--- src/rtl/instr_fetch_unit.sv ---
// Instruction fetch: owns the PC, issues word fetches under a credit limit and
// buffers returned words in order. Optional macro: FETCH_MISALIGN_TRAP_EN.
module instr_fetch_unit #(
    parameter logic [31:0] RESET_PC   = 32'h0000_0000,
    parameter int          FIFO_DEPTH = 4,
    parameter int          MAX_OUTST  = 2
) (
    input  logic        clk,
    input  logic        rst,
    output logic        imem_req_valid,
    input  logic        imem_req_ready,
    output logic [31:0] imem_addr,
    input  logic        imem_rsp_valid,
    input  logic [31:0] imem_rsp_data,
    output logic        instr_valid,
    input  logic        instr_ready,
    output logic [31:0] instruction,
    output logic [31:0] instr_pc,
    input  logic        redirect_valid,
    input  logic [31:0] redirect_target,
    output logic        fetch_misalign
);
    // state | meaning
    // FETCH | issuing requests under the credit rule
    // FLUSH | draining responses issued before a redirect; they are dropped
    // TRAP  | misaligned redirect seen; idle until an aligned redirect
    localparam int AW = (FIFO_DEPTH > 1) ? $clog2(FIFO_DEPTH) : 1;
    localparam int CW = $clog2(FIFO_DEPTH + 1) + 1;
    localparam logic [CW-1:0] DEPTH_C = CW'(FIFO_DEPTH);
    localparam logic [CW-1:0] OUTST_C = CW'(MAX_OUTST);

`ifdef FETCH_MISALIGN_TRAP_EN
    typedef enum logic [1:0] {S_FETCH, S_FLUSH, S_TRAP} state_t;
`else
    typedef enum logic [1:0] {S_FETCH, S_FLUSH} state_t;
`endif

    state_t        state;
    logic [31:0]   pc;
    logic [31:0]   rsp_pc;
    logic [CW-1:0] outstanding;
    logic [CW-1:0] stale;
    logic          run;
    logic [AW:0]   wr_ptr;
    logic [AW:0]   rd_ptr;
    logic [31:0]   fifo_data [FIFO_DEPTH];
    logic [31:0]   fifo_pc   [FIFO_DEPTH];

    logic [CW-1:0] fifo_count;
    logic [CW-1:0] inflight_next;
    logic [CW-1:0] stale_dec;
    logic          req_hs;
    logic          rsp_live;
    logic          pop;
    logic [31:0]   target_aligned;

    assign fifo_count     = CW'(wr_ptr - rd_ptr);
    assign imem_addr      = pc;
    assign imem_req_valid = run && (state == S_FETCH) && !redirect_valid &&
                            ((outstanding + fifo_count) < DEPTH_C) &&
                            (outstanding < OUTST_C);
    assign req_hs         = imem_req_valid && imem_req_ready;
    assign rsp_live       = imem_rsp_valid && (state == S_FETCH) && !redirect_valid;
    assign instr_valid    = (wr_ptr != rd_ptr);
    assign pop            = instr_valid && instr_ready;
    assign instruction    = fifo_data[rd_ptr[AW-1:0]];
    assign instr_pc       = fifo_pc[rd_ptr[AW-1:0]];
    assign target_aligned = redirect_target & ~32'h3;
    assign stale_dec      = stale - CW'(imem_rsp_valid);

    // Every request still in flight after this cycle, live or stale; at most one
    // of stale/outstanding is non-zero, so a response retires from whichever is.
    assign inflight_next  = stale + outstanding + CW'(req_hs) - CW'(imem_rsp_valid);

`ifdef FETCH_MISALIGN_TRAP_EN
    logic misalign_q;
    logic redirect_mis;
    assign redirect_mis   = |redirect_target[1:0];
    assign fetch_misalign = misalign_q;
`else
    assign fetch_misalign = 1'b0;
`endif

    always_ff @(posedge clk) begin
        if (rst) begin
            state       <= S_FETCH;
            pc          <= RESET_PC;
            rsp_pc      <= RESET_PC;
            outstanding <= '0;
            stale       <= '0;
            run         <= 1'b0;
            wr_ptr      <= '0;
            rd_ptr      <= '0;
`ifdef FETCH_MISALIGN_TRAP_EN
            misalign_q  <= 1'b0;
`endif
        end else begin
            run <= 1'b1;
            if (redirect_valid) begin
                pc          <= target_aligned;
                rsp_pc      <= target_aligned;
                wr_ptr      <= '0;
                rd_ptr      <= '0;
                outstanding <= '0;
                stale       <= inflight_next;
`ifdef FETCH_MISALIGN_TRAP_EN
                misalign_q  <= redirect_mis;
                if (inflight_next != '0)
                    state <= S_FLUSH;
                else
                    state <= redirect_mis ? S_TRAP : S_FETCH;
`else
                state <= (inflight_next != '0) ? S_FLUSH : S_FETCH;
`endif
            end else begin
                if (req_hs)
                    pc <= pc + 32'd4;
                // rsp_pc shadows the address of the oldest live request
                if (rsp_live) begin
                    rsp_pc <= rsp_pc + 32'd4;
                    wr_ptr <= wr_ptr + 1'b1;
                end
                if (pop)
                    rd_ptr <= rd_ptr + 1'b1;
                outstanding <= outstanding + CW'(req_hs) - CW'(rsp_live);
                if (state == S_FLUSH) begin
                    stale <= stale_dec;
                    if (stale_dec == '0) begin
`ifdef FETCH_MISALIGN_TRAP_EN
                        state <= misalign_q ? S_TRAP : S_FETCH;
`else
                        state <= S_FETCH;
`endif
                    end
                end
            end
        end
    end

    always_ff @(posedge clk) begin
        if (rsp_live) begin
            fifo_data[wr_ptr[AW-1:0]] <= imem_rsp_data;
            fifo_pc[wr_ptr[AW-1:0]]   <= rsp_pc;
        end
    end

endmodule

--- config.mk ---
export PLATFORM = sky130hd
export DESIGN_NAME = instr_fetch_unit
export DESIGN_NICKNAME = d
export VERILOG_FILES = /design/src/rtl/instr_fetch_unit.sv
export SDC_FILE = /design/constraint.sdc
export NUM_CORES = 1
export LEC_CHECK = 0
export ABC_AREA = 0
export BUFFER_PORTS_ARGS = -buffer_cell sky130_fd_sc_hd__buf_2
export CAP_MARGIN = 5
export CORE_MARGIN = 5
export CORE_UTILIZATION = 49
export CTS_BUF_LIST = sky130_fd_sc_hd__clkbuf_4
export DETAILED_ROUTE_END_ITERATION = 12
export GPL_ROUTABILITY_DRIVEN = 0
export PLACE_DENSITY_LB_ADDON = 0.3
export RECOVER_POWER = 25
export SYNTH_ARGS = -nofsm -noshare
export SYNTH_HDL_FRONTEND = slang
export SYNTH_SLANG_ARGS = --single-unit
--- constraint.sdc ---
create_clock -name clk -period 9 [get_ports clk]
set_clock_uncertainty 0.05 [all_clocks]
set_input_delay 0 -clock clk [delete_from_list [all_inputs] [get_ports clk]]
set_output_delay 0 -clock clk [all_outputs]
set_load 0.05 [all_outputs]
== Word-level counts from Yosys, hierarchy flattened ==
Memory sizes are Yosys's and may differ from the RTL's. A register that Yosys moved wholly into a read port is not among the register bits.
Index checks and enable logic that the tools add are counted.

* Input bits: 70
* RAM bits: 256
* Register bits after elaboration: 81
* Memories kept: 2
* Latch bits: 0
* Memory bits (read-only): 0

{| class="wikitable"
|+ Memory list
! name !! words !! width !! read ports !! clocked after Yosys merged registers in !! wr ports !! RTL line !! source
|-
| fifo_data || 4 || 32 || 1 || 1 || 1 || 46 || <nowiki>logic [31:0] fifo_data [FIFO_DEPTH];</nowiki>
|-
| fifo_pc || 4 || 32 || 1 || 1 || 1 || 47 || <nowiki>logic [31:0] fifo_pc [FIFO_DEPTH];</nowiki>
|}

* Bitwise operators: 0
* Magnitude comparators: 2
* Divide/modulo/power cells: 0
* Multiply operators: 0
* Reductions and logical operators: 18
* Add/subtract/negate cells: 12
* Mux-type cells: 17
* Equality and inequality tests: 2
* Shift operators: 0

{| class="wikitable"
|+ Operators with widths
! cell !! number
|-
| 32-bit 2-to-1 mux || 4
|-
| 32-bit by 3-bit adder with 32-bit output (second input constant) || 2
|-
| 2-bit 2-to-1 mux || 7
|-
| 4-bit by 1-bit subtractor with 4-bit output || 3
|-
| 4-bit by 1-bit adder with 4-bit output || 2
|-
| 4-bit adder || 2
|-
| 1-bit logical AND || 8
|-
| 4-bit 2-to-1 mux || 2
|-
| 2-bit nonzero test || 4
|-
| 3-bit by 1-bit adder with 3-bit output (second input constant) || 2
|-
| 4-bit logical NOT || 1
|-
| 4-bit by 2-bit less-than comparator with 1-bit output (second input constant) || 1
|-
| 4-bit by 3-bit less-than comparator with 1-bit output (second input constant) || 1
|-
| 1-bit 2-to-1 mux || 4
|-
| 4-bit nonzero test || 1
|-
| 3-bit by 3-bit subtractor with 4-bit output || 1
|-
| 3-bit inequality test || 1
|-
| 2-bit by 1-bit equality test with 1-bit output (second input constant) || 1
|-
| 2-bit logical NOT || 1
|-
| 2-bit AND reduction || 1
|-
| 2-bit OR reduction || 1
|-
| 1-bit logical NOT || 1
|}

== Longest topological paths before layout ==
Gate-level depths: netlist (run 1).

* Depth after elaboration: 11
* Depth in mapped cells: 16
* Depth with buffers taken out: 14

== Worst setup path before layout (run 1) ==
Ideal clock, no wire load.

* Kind: register to register
* Start: register outstanding[1]
* End: register outstanding[2]
* Data arrival time: 3568 ps
* Slack: 5258 ps
* Cell stages (with the launch flop): 17
* Period minus slack after synthesis: 3742 ps
* Path buffers: 2
* Path through: dfxtp_1 inv_1 fa_1 inv_1 ha_1 and3b_1 or4_4 a21o_1 buf_6 clkbuf_1 ha_1 inv_1 ha_1 inv_1 fa_1 xor2_1 nor2_1

* Longest elaborated chain between the ends: 7

{| class="wikitable"
|+ RTL lines
! item !! RTL line !! source
|-
| start, declared || 41 || <nowiki>logic [CW-1:0] outstanding;</nowiki>
|-
| start signal, assigned || 125 || <nowiki>outstanding <= outstanding + CW'(req_hs) - CW'(rsp_live);</nowiki>
|-
| 4-bit adder || 60 || <nowiki>((outstanding + fifo_count) < DEPTH_C) &&</nowiki>
|-
| 4-bit by 3-bit less-than comparator with 1-bit output || 60 ||
|-
| 1-bit logical AND || 59 || <nowiki>assign imem_req_valid = run && (state == S_FETCH) && !redirect_valid &&</nowiki>
|-
| 1-bit logical AND || 60 ||
|-
| 1-bit logical AND || 62 || <nowiki>assign req_hs = imem_req_valid && imem_req_ready;</nowiki>
|-
| 4-bit by 1-bit adder with 4-bit output * || 125 ||
|-
| 4-bit by 1-bit subtractor with 4-bit output * || 125 ||
|}

Mark *: on every way between the ends. The rest lies on a longest branch, timed or not.
A chain may end at the register's enable or synchronous reset.

== Final worst setup path (run 1) ==
* Start: register outstanding[1]
* End: register stale[2]

* Longest elaborated chain between the ends: 8

{| class="wikitable"
|+ RTL lines
! item !! RTL line !! source
|-
| 4-bit adder || 60 ||
|-
| 4-bit by 3-bit less-than comparator with 1-bit output || 60 ||
|-
| 1-bit logical AND || 59 ||
|-
| 1-bit logical AND || 60 ||
|-
| 1-bit logical AND || 62 ||
|-
| 4-bit by 1-bit adder with 4-bit output * || 73 || <nowiki>assign inflight_next = stale + outstanding + CW'(req_hs) - CW'(imem_rsp_valid);</nowiki>
|-
| 4-bit by 1-bit subtractor with 4-bit output * || 73 ||
|-
| 4-bit 2-to-1 mux * || 99 || <nowiki>if (redirect_valid) begin</nowiki>
|-
| end signal, assigned || 105 || <nowiki>stale <= inflight_next;</nowiki>
|-
| end signal, assigned || 127 || <nowiki>stale <= stale_dec;</nowiki>
|-
| end, declared || 42 || <nowiki>logic [CW-1:0] stale;</nowiki>
|}

Marks and branches as above.

==> flow_summary.ini, run 1 <==
[sta]
fin_crit_sh = 0.468
layout_min_cycle_time_ns = 4.21
hold_viol = 0
fin_tns_setup_ns = 0
setup_viol = 0
rsz0062_at_grt = no
fmax_mhz = 237
fin_ws_ns = 4.79
tightest_slew_ns = 0.953
max_slew_margin = 0.365
slew_viol_final = 0

[pwr]
switching_share = 0.255
clkPwrFrac = 0.361
p_int_uw = 2460
combPwrFrac = 0.118
p_leak_uw = 0.00585
p_per_area_nw_per_um2 = 198
power.switching_uw = 842
sequentialPowerShare = 0.521
ir_drop_mv = 0.0987

[setup_path]
end_kind = register
path_max_fanout = 19
start_kind = register
path_buf_inv = 3
crit_slowest_cell = fa_1
critPathMostFrequentCell = fa_1
r2r_slack_ns = 4.79
reg2reg_to = stale[2]$_SDFFE_PP0P_
critical_path_arrival_ns = 4.67
path_cells = inv_1, fa_1, inv_1, ha_1, and3b_1, o211ai_1, a21o_1, clkinv_1, fa_1, fa_1, xnor2_1, a211oi_1
required_ns = 9.46
cp_top_family = adder cells
critical_path_depth = 12
reg2reg_depth = 12
reg2reg_from = outstanding[1]$_SDFF_PP0_
worstSetupPathType = register to register
critPathMaxStageDelay_ns = 0.66

[grt]
grt.busiest_layer = met2
antenna_found_initial = 1
grt_usage = 0.187
use_met1 = 0.262
met3_usage = 0.0448
grt_pass1_wl_microns = 46600
use_met2 = 0.291
grt_max_degree = 81
grt_pass1_vias = 8975
globalRouteOverflowTotal = 0

[layout]
fin_nets = 1277
layout-drive-gt1-share = 0.288
area_delta_synth_final_pct = 23.0
finalNonFillerCells = 1582

[synth]
synth_seq_cells = 326
synth.cell_area_sq_um = 13500
ys_top_cells_by_count = edfxtp_1 (248), dfxtp_1 (78), mux4_2 (62)
avgSynthCellArea_sq_um = 15.4
ys_warn_count = 0
netlist_instances = 875
synth_most_common_cell = edfxtp_1
synth_ff_type = edfxtp_1
synth_top_area_frac = 0.551
synth_edf_count = 248
synth_top_area_cell = edfxtp_1
ys_top_cells_by_area = edfxtp_1 (55%), dfxtp_1 (12%), mux4_2 (10%)
yosysSeqAreaShare = 0.667
yosysUniqueCellTypes = 55
async_flop_share = 0

[clock_network]
cts_buffers = 81
max-clock-path-buffers = 3
ctsResizeCount = 0
hold_buffers = 101
cts_root_buffer = clkbuf_4
tritoncts = yes
htree_levels = 3
clk_pin_slew_ns = 0.07
postCtsSetupBuffers = 0
clock_latency_ns = 0.67
cts.sinks = 326

[drt]
dr.pass1.iters = 5
routedWlPerCell_microns = 18.3
num_vias = 8687
drt_iter0_drc = 489
vias_per_cell = 5.49
wirelength_microns = 28900
ant_nets = 0
drc = 0

[floorplanning]
dieArea_sq_um = 31000
initial_utilization = 0.500
num_io_pins = 169
core_sq_um = 27000
fp-row-count = 60
die_y_microns = 176
dieWidth_microns = 176

[hold_path]
hp-class = input port to register
hp-start = imem_rsp_data[20]
holdPathEnd = fifo_data[0][20]$_DFFE_PP_
holdPathStages = 2

[place]
dp.cells = 1338
port_buffers = 161
hpwlAfterDp_microns = 17000
pre_cts_ws_ns = 4.82

[flow_run]
cap_violations = 0

[status]
status = finished clean
-- flip-flops by register name, summed over array words and instances, names as in the netlist, named ones only --
register and count:
fifo_data 128, fifo_pc 120, imem_addr 30, outstanding 4, rd_ptr 3, rsp_pc 30
run 1, stale 4, state 1, wr_ptr 3
-- worst register-to-register path: stages, from the launching register on --
cell and delay [ns]:
dfxtp_1 0.40, inv_1 0.12, fa_1 0.54, inv_1 0.04, ha_1 0.27, and3b_1 0.19, o211ai_1 0.33, a21o_1 0.20
clkinv_1 0.49, fa_1 0.66, fa_1 0.39, xnor2_1 0.25, a211oi_1 0.12
-- layout make-up --
class                   count  area, sq um
fillers                  2043        10400
multi-input cells         469         4180
diodes                      1         2.50
well taps                 341          427
flip-flops and latches    326         9010
clock buffers             127          953
inverters                  33          124
repair buffers            270         1860
clock inverters            15         56.3
-- placed cells by master (no fill, tap or decap), types with 5 or more instances in the layout --
master,Yosys,layout
edfxtp_1,248,248
buf_2,1,149
clkbuf_4,0,127
dlygate4sd3_1,0,101
dfxtp_1,78,76
mux4_2,62,62
nand2_1,44,44
xnor2_1,39,39
nor2_1,36,36
inv_1,32,31
nand3_1,24,24
ha_1,21,21
nor3_1,20,20
a21oi_1,17,17
nor4_1,17,17
o21ai_0,14,14
a211oi_1,14,14
clkinv_1,1,14
a21boi_0,13,13
o21a_1,12,12
nand4_1,12,12
clkbuf_1,35,12
or3_1,11,11
and4_1,10,10
a31oi_1,10,10
and3_1,13,9
xor2_1,8,8
o31a_1,8,8
buf_4,5,8
a311oi_1,5,5
o311a_1,5,5
or4_1,5,5
fa_1,5,5
conb_1,1,5
-- metal layers --
layer / share of wire / vias up
met5: 0 / -
met4: 0.013 / 0
met3: 0.072 / 37
met2: 0.46 / 323
met1: 0.45 / 4247
li1: - / 4080
-- logic make-up after synthesis --
| family | count (synthesis) | share of synthesized area |
|---|---|---|
| DFF | 326 | 0.667 |
| adders and majority gates | 26 | 0.0269 |
| AOI/OAI and AO/OA | 116 | 0.0612 |
| and+or+nand+nor | 210 | 0.0825 |
| other | 1 | 0.000278 |
| xor gates and xnor gates | 48 | 0.0321 |
| muxes | 64 | 0.105 |
| buffers and inverters | 84 | 0.0254 |
-- worst max path at each step --
| stage | start | slack [ns] | to |
|---|---|---|---|
| global route | outstanding[1]$_SDFF_PP0_ | 4.52 | stale[2]$_SDFFE_PP0P_ |
| detailed placement | outstanding[1]$_SDFF_PP0_ | 4.82 | stale[2]$_SDFFE_PP0P_ |
| CTS | outstanding[1]$_SDFF_PP0_ | 4.80 | state[0]$_SDFFE_PP0P_ |
| global placement | outstanding[1]$_SDFF_PP0_ | 4.89 | stale[2]$_SDFFE_PP0P_ |
| finish | outstanding[1]$_SDFF_PP0_ | 4.79 | stale[2]$_SDFFE_PP0P_ |
| floorplan | outstanding[1]$_SDFF_PP0_ | 5.26 | outstanding[2]$_SDFF_PP0_ |
-- metrics by stage --
stage	util	hold WS, ns	instance area [sq um]	total power, uW
2_1_floorplan	-	0.0489	13500	2010
3_3_place_gp	0.541	0.164	14600	2100
3_5_place_dp	0.541	0.167	14600	2110
4_1_cts	0.615	0.000215	16600	3340
5_1_grt	0.615	0.0969	16600	3460
6_report	0.615	0.143	16600	3300
-- power by group through the flow --
stage | combinational [uW] | clock [uW] | sequential, uW
5_1_grt | 421 | 1310 | 1720
3_3_place_gp | 351 | 0 | 1750
3_5_place_dp | 355 | 0 | 1750
4_1_cts | 391 | 1230 | 1720
2_1_floorplan | 243 | 0 | 1760
6_report | 390 | 1190 | 1720
Note: power is estimated with default switching activity, not from simulation.
==> inputs of run 2 (changes only) <==
Clock period 9 ns to 3.7 ns, I/O delays scaled along.
==> run 2 against run 1 <==
Compared with the run above:
- global-route usage is 0.46 points higher
- flip-flop and latch count stayed put
- critical path depth is 2 higher
- clock power grew to 2.6 times the previous value
- power is 150% higher
- register-to-register slack worse by 4.6 ns
- sequential share of layout area is 0.51 points lower
- die area stayed put
- highest routed layer unchanged
==> flow_summary.ini, run 2 (synthesis results as in run 1) <==
[grt]
grt_pass1_vias = 8917
globalRouteOverflowTotal = 0
grt_usage = 0.191
antenna_found_initial = 1
grt_max_degree = 80
grt_pass1_wl_microns = 47500

[drt]
met1_length_microns = 13300
ant_nets = 0
num_vias = 8844
dr.pass1.iters = 5
wirelength_microns = 29500
dr_wl_met2_microns = 13600
top_layer = met4
drt_iter0_drc = 521
routedWlPerCell_microns = 18.6
wl_met3_microns = 2170
drc = 0
vias_per_cell = 5.57

[clock_network]
cts_root_buffer = clkbuf_4
max-clock-path-buffers = 3
postCtsSetupBuffers = 0
clock_latency_ns = 0.67
ctsResizeCount = 0
hold_buffers = 98
cts_buffers = 83
cts.sinks = 326
clk_pin_slew_ns = 0.06
htree_levels = 3
tritoncts = yes

[layout]
layout_common_cells = edfxtp_1 (248), buf_2 (147), clkbuf_4 (115), dlygate4sd3_1 (98), dfxtp_1 (75)
fin_nets = 1284
area_delta_synth_final_pct = 24.2
seqCellArea_sq_um = 9010
layout-drive-gt1-share = 0.291
final_common_cell = edfxtp_1
fillers = 2055
largest_reg_flops = 128
fin_util = 0.621
multi_input_area_sq_um = 4180

[floorplanning]
dieArea_sq_um = 31000
fp-row-count = 60
num_io_pins = 169
die_y_microns = 176
initial_utilization = 0.500
dieWidth_microns = 176
core_sq_um = 27000

[setup_path]
reg2reg_from = outstanding[1]$_SDFF_PP0_
critical_path_arrival_ns = 3.99
reg2reg_to = outstanding[2]$_SDFF_PP0_
start_kind = register
r2r_slack_ns = 0.20
required_ns = 4.19
path_max_fanout = 4
end_kind = register
worstSetupPathType = register to register
reg2reg_depth = 14

[sta]
rsz0062_at_grt = no
fin_crit_sh = 0.947
max_slew_margin = 0.436
tightest_slew_ns = 0.846
slew_viol_final = 0
setup_viol = 0
fmax_mhz = 286
layout_min_cycle_time_ns = 3.50
hold_viol = 0
fin_tns_setup_ns = 0

[hold_path]
holdPathEnd = fifo_data[2][1]$_DFFE_PP_
hp-start = imem_rsp_data[1]
holdPathStages = 2
hp-class = input port to register

[status]
status = finished clean

[pwr]
p_leak_uw = 0.00592
p_per_area_nw_per_um2 = 491
ir_drop_mv = 0.183

[place]
hpwlAfterDp_microns = 18100
port_buffers = 161

[flow_run]
cap_violations = 0
[run 2: cell count changes in the layout (fill, tap and decap cells not counted)]
cell / delta
clkbuf_1: +2
buf_12: +5
buf_4: +3
clkinv_2: +6
bufinv_16: +4
dfxtp_2: +1
buf_2: -2
dlygate4sd3_1: -3
clkinv_1: +2
clkbuf_4: -12
dfxtp_1: -1
[run 2: critical path, cell delays in order (launching register included)]
cell,delay (ns)
dfxtp_2,0.36
inv_1,0.10
fa_1,0.54
inv_1,0.04
ha_1,0.27
and3b_1,0.19
or4_4,0.51
a21o_1,0.22
ha_1,0.28
inv_1,0.06
ha_1,0.15
inv_1,0.05
fa_1,0.37
xor2_1,0.13
nor2_1,0.05
[run 2: worst max path at each step]
stage / to / depth (start not counted) / start / slack [ns]
detailed placement: outstanding[2]$_SDFF_PP0_ / 14 / outstanding[1]$_SDFF_PP0_ / 0.19
global placement: outstanding[2]$_SDFF_PP0_ / 14 / outstanding[1]$_SDFF_PP0_ / 0.22
floorplan: outstanding[2]$_SDFF_PP0_ / 16 / wr_ptr[1]$_SDFFE_PP0P_ / 0.04
global route: outstanding[2]$_SDFF_PP0_ / 14 / outstanding[1]$_SDFF_PP0_ / 0.04
finish: outstanding[2]$_SDFF_PP0_ / 14 / outstanding[1]$_SDFF_PP0_ / 0.20
CTS: outstanding[2]$_SDFF_PP0_ / 14 / outstanding[1]$_SDFF_PP0_ / 0.18
[run 2: area by class of cell]
| cell class | count | share of cell area |
|---|---|---|
| clock inverter | 27 | 0.0128 |
| antenna | 1 | 0.000149 |
| multi-input combinational | 469 | 0.249 |
| sequential | 326 | 0.537 |
| timing repair buffer | 275 | 0.116 |
| tap | 341 | 0.0254 |
| clock buffer | 115 | 0.0515 |
| inverter | 33 | 0.00738 |
[run 2: stage by stage]
stage          hold slack (ns)  setup WS [ns]  instances  area [sq um]  power, uW
6_report                 0.109          0.198       1587         16800       8240
3_3_place_gp             0.166          0.221       1346         14700       5120
2_1_floorplan           0.0489         0.0353        879         13500       4880
5_1_grt                 0.0587         0.0383       1587         16800       8640
4_1_cts               0.000873          0.178       1586         16800       8350
3_5_place_dp             0.168          0.194       1346         14700       5140
[run 2: power by group]
part | internal [uW] | leakage, uW | switching [uW]
clock | 1710 | 0.000641 | 1380
combinational | 368 | 0.00237 | 592
sequential | 4060 | 0.00291 | 116
total | 6150 | 0.00592 | 2090
[run 2: layer usage]
metal	global-route usage	vias up
met1	0.273	4314
met3	0.0433	62
met4	0.0614	0
met2	0.296	364
met5	0	-
li1	-	4104
==> inputs of run 3 (changes only) <==
Settings changed: CTS_CLUSTER_SIZE from default to 12.
Clock period 3.7 ns to 3.75 ns, I/O delays scaled along.
==> run 3 against run 2 <==
Compared with the run above:
- first-iteration DRC count is 7.9% higher
- die area did not move
- combinational power shrank 2.1%
- register-to-register slack better by 0.07 ns
- clock power down 3%
==> flow_summary.ini, run 3 (synthesis results as in run 1) <==
[setup_path]
r2r_slack_ns = 0.26
reg2reg_depth = 14
required_ns = 4.24
end_kind = register
worstSetupPathType = register to register
reg2reg_from = wr_ptr[1]$_SDFFE_PP0P_
worstSetupStartpoint = wr_ptr[1]$_SDFFE_PP0P_
path_max_fanout = 4
reg2reg_to = outstanding[2]$_SDFF_PP0_
critical_path_arrival_ns = 3.98
start_kind = register

[drt]
drc = 0
num_vias = 8755
drt_iter0_drc = 562
vias_per_cell = 5.50
wirelength_microns = 29500
routedWlPerCell_microns = 18.5
dr.pass1.iters = 4
ant_nets = 0

[floorplanning]
num_io_pins = 169
dieWidth_microns = 176
dieArea_sq_um = 31000
die_y_microns = 176
fp-row-count = 60
core_sq_um = 27000
initial_utilization = 0.500

[pwr]
p_per_area_nw_per_um2 = 482
p_leak_uw = 0.00592
ir_drop_mv = 0.242

[sta]
fin_ws_ns = 0.265
fmax_mhz = 287
setup_viol = 0
fin_crit_sh = 0.929
fin_tns_setup_ns = 0
rsz0062_at_grt = no
timing.hold.ws_ns = 0.120
slew_viol_final = 0
tightest_slew_ns = 0.811
max_slew_margin = 0.445
layout_min_cycle_time_ns = 3.49
hold_viol = 0

[clock_network]
tritoncts = yes
htree_levels = 3
clock_latency_ns = 0.67
clk_pin_slew_ns = 0.06
cts_buffers = 82
ctsResizeCount = 0
max-clock-path-buffers = 3
cts_root_buffer = clkbuf_4
cts.sinks = 326

[layout]
largest_reg_flops = 128
stdcell_area_sq_um = 16800
fillers = 2049
final_common_cell = edfxtp_1
layout_common_cells = edfxtp_1 (248), buf_2 (149), clkbuf_4 (126), dlygate4sd3_1 (96), dfxtp_1 (76)
fin_nets = 1283
layout-drive-gt1-share = 0.295
finalNonFillerCells = 1592
area_delta_synth_final_pct = 24.1

[place]
dpl-instance-area_sq_um = 14700
dp.cells = 1348
pre_cts_ws_ns = 0.267
hpwlAfterDp_microns = 18200
port_buffers = 161

[hold_path]
holdPathEnd = fifo_data[0][6]$_DFFE_PP_
hp-start = imem_rsp_data[6]
holdPathStages = 2
hp-class = input port to register

[grt]
grt_max_degree = 64
globalRouteOverflowTotal = 0
grt_usage = 0.193
grt_pass1_vias = 9175
antenna_found_initial = 1
grt_pass1_wl_microns = 47600

[flow_run]
cap_violations = 0

[status]
status = finished clean
run 3: changes by cell type in the layout (fill, tap and decap cells not counted), sizes merged:
| cell | previous run | this run |
|---|---|---|
| dlygate4sd3 | 98 | 96 |
| bufinv | 4 | 2 |
| buf | 163 | 167 |
| clkbuf | 129 | 138 |
| clkinv | 22 | 17 |
| clkinvlp | 0 | 1 |
run 3: timing repair:
action                    4_1_cts  5_1_grt
hold buffers                   95        1
buffers inserted                0        0
hold endpoints to repair      201        4
run 3: worst max-delay path by stage:
stage / to / slack [ns] / cells after the start
floorplan: outstanding[2]$_SDFF_PP0_ / 0.008 / 16
global placement: outstanding[2]$_SDFF_PP0_ / 0.28 / 14
detailed placement: outstanding[2]$_SDFF_PP0_ / 0.27 / 14
CTS: imem_addr[18]$_SDFFE_PP0P_ / 0.24 / 10
global route: stale[2]$_SDFFE_PP0P_ / 0.005 / 12
finish: outstanding[2]$_SDFF_PP0_ / 0.26 / 14
run 3: per-stage QoR:
step | util | power [uW]
floorplan | - | 4820
global placement | 0.545 | 5050
detailed placement | 0.545 | 5070
CTS | 0.620 | 8190
global route | 0.620 | 8510
finish | 0.620 | 8080
run 3: cell type report:
type | count | area, sq um | share of cell area
timing repair buffer | 275 | 1940 | 0.116
antenna | 1 | 2.50 | 0.000149
clock buffer | 126 | 946 | 0.0564
clock inverter | 21 | 135 | 0.00806
multi-input combinational | 469 | 4180 | 0.249
tap | 341 | 427 | 0.0255
sequential | 326 | 9010 | 0.538
inverter | 33 | 124 | 0.00739
run 3: report_power, final:
| part | switching, uW | internal [uW] | total [uW] |
|---|---|---|---|
| Combinational | 577 | 363 | 940 |
| Clock | 1350 | 1670 | 3010 |
| Sequential | 115 | 4010 | 4120 |
run 3: critical path: stages, from the launching register on:
cell and delay [ns]:
dfxtp_1 0.38, inv_1 0.12, fa_1 0.51, inv_1 0.04
ha_1 0.27, and3b_1 0.19, or4_4 0.50, a21o_1 0.21
ha_1 0.27, inv_1 0.06, ha_1 0.15, inv_1 0.05
fa_1 0.37, xor2_1 0.14, nor2_1 0.05
run 3: routing by layer:
metal / vias to the layer above / global-route usage / part of all wire
met5: - / 0 / 0
met4: 0 / 0.0578 / 0.014
met3: 38 / 0.0465 / 0.077
met2: 377 / 0.303 / 0.46
met1: 4245 / 0.271 / 0.45
li1: 4095 / - / -
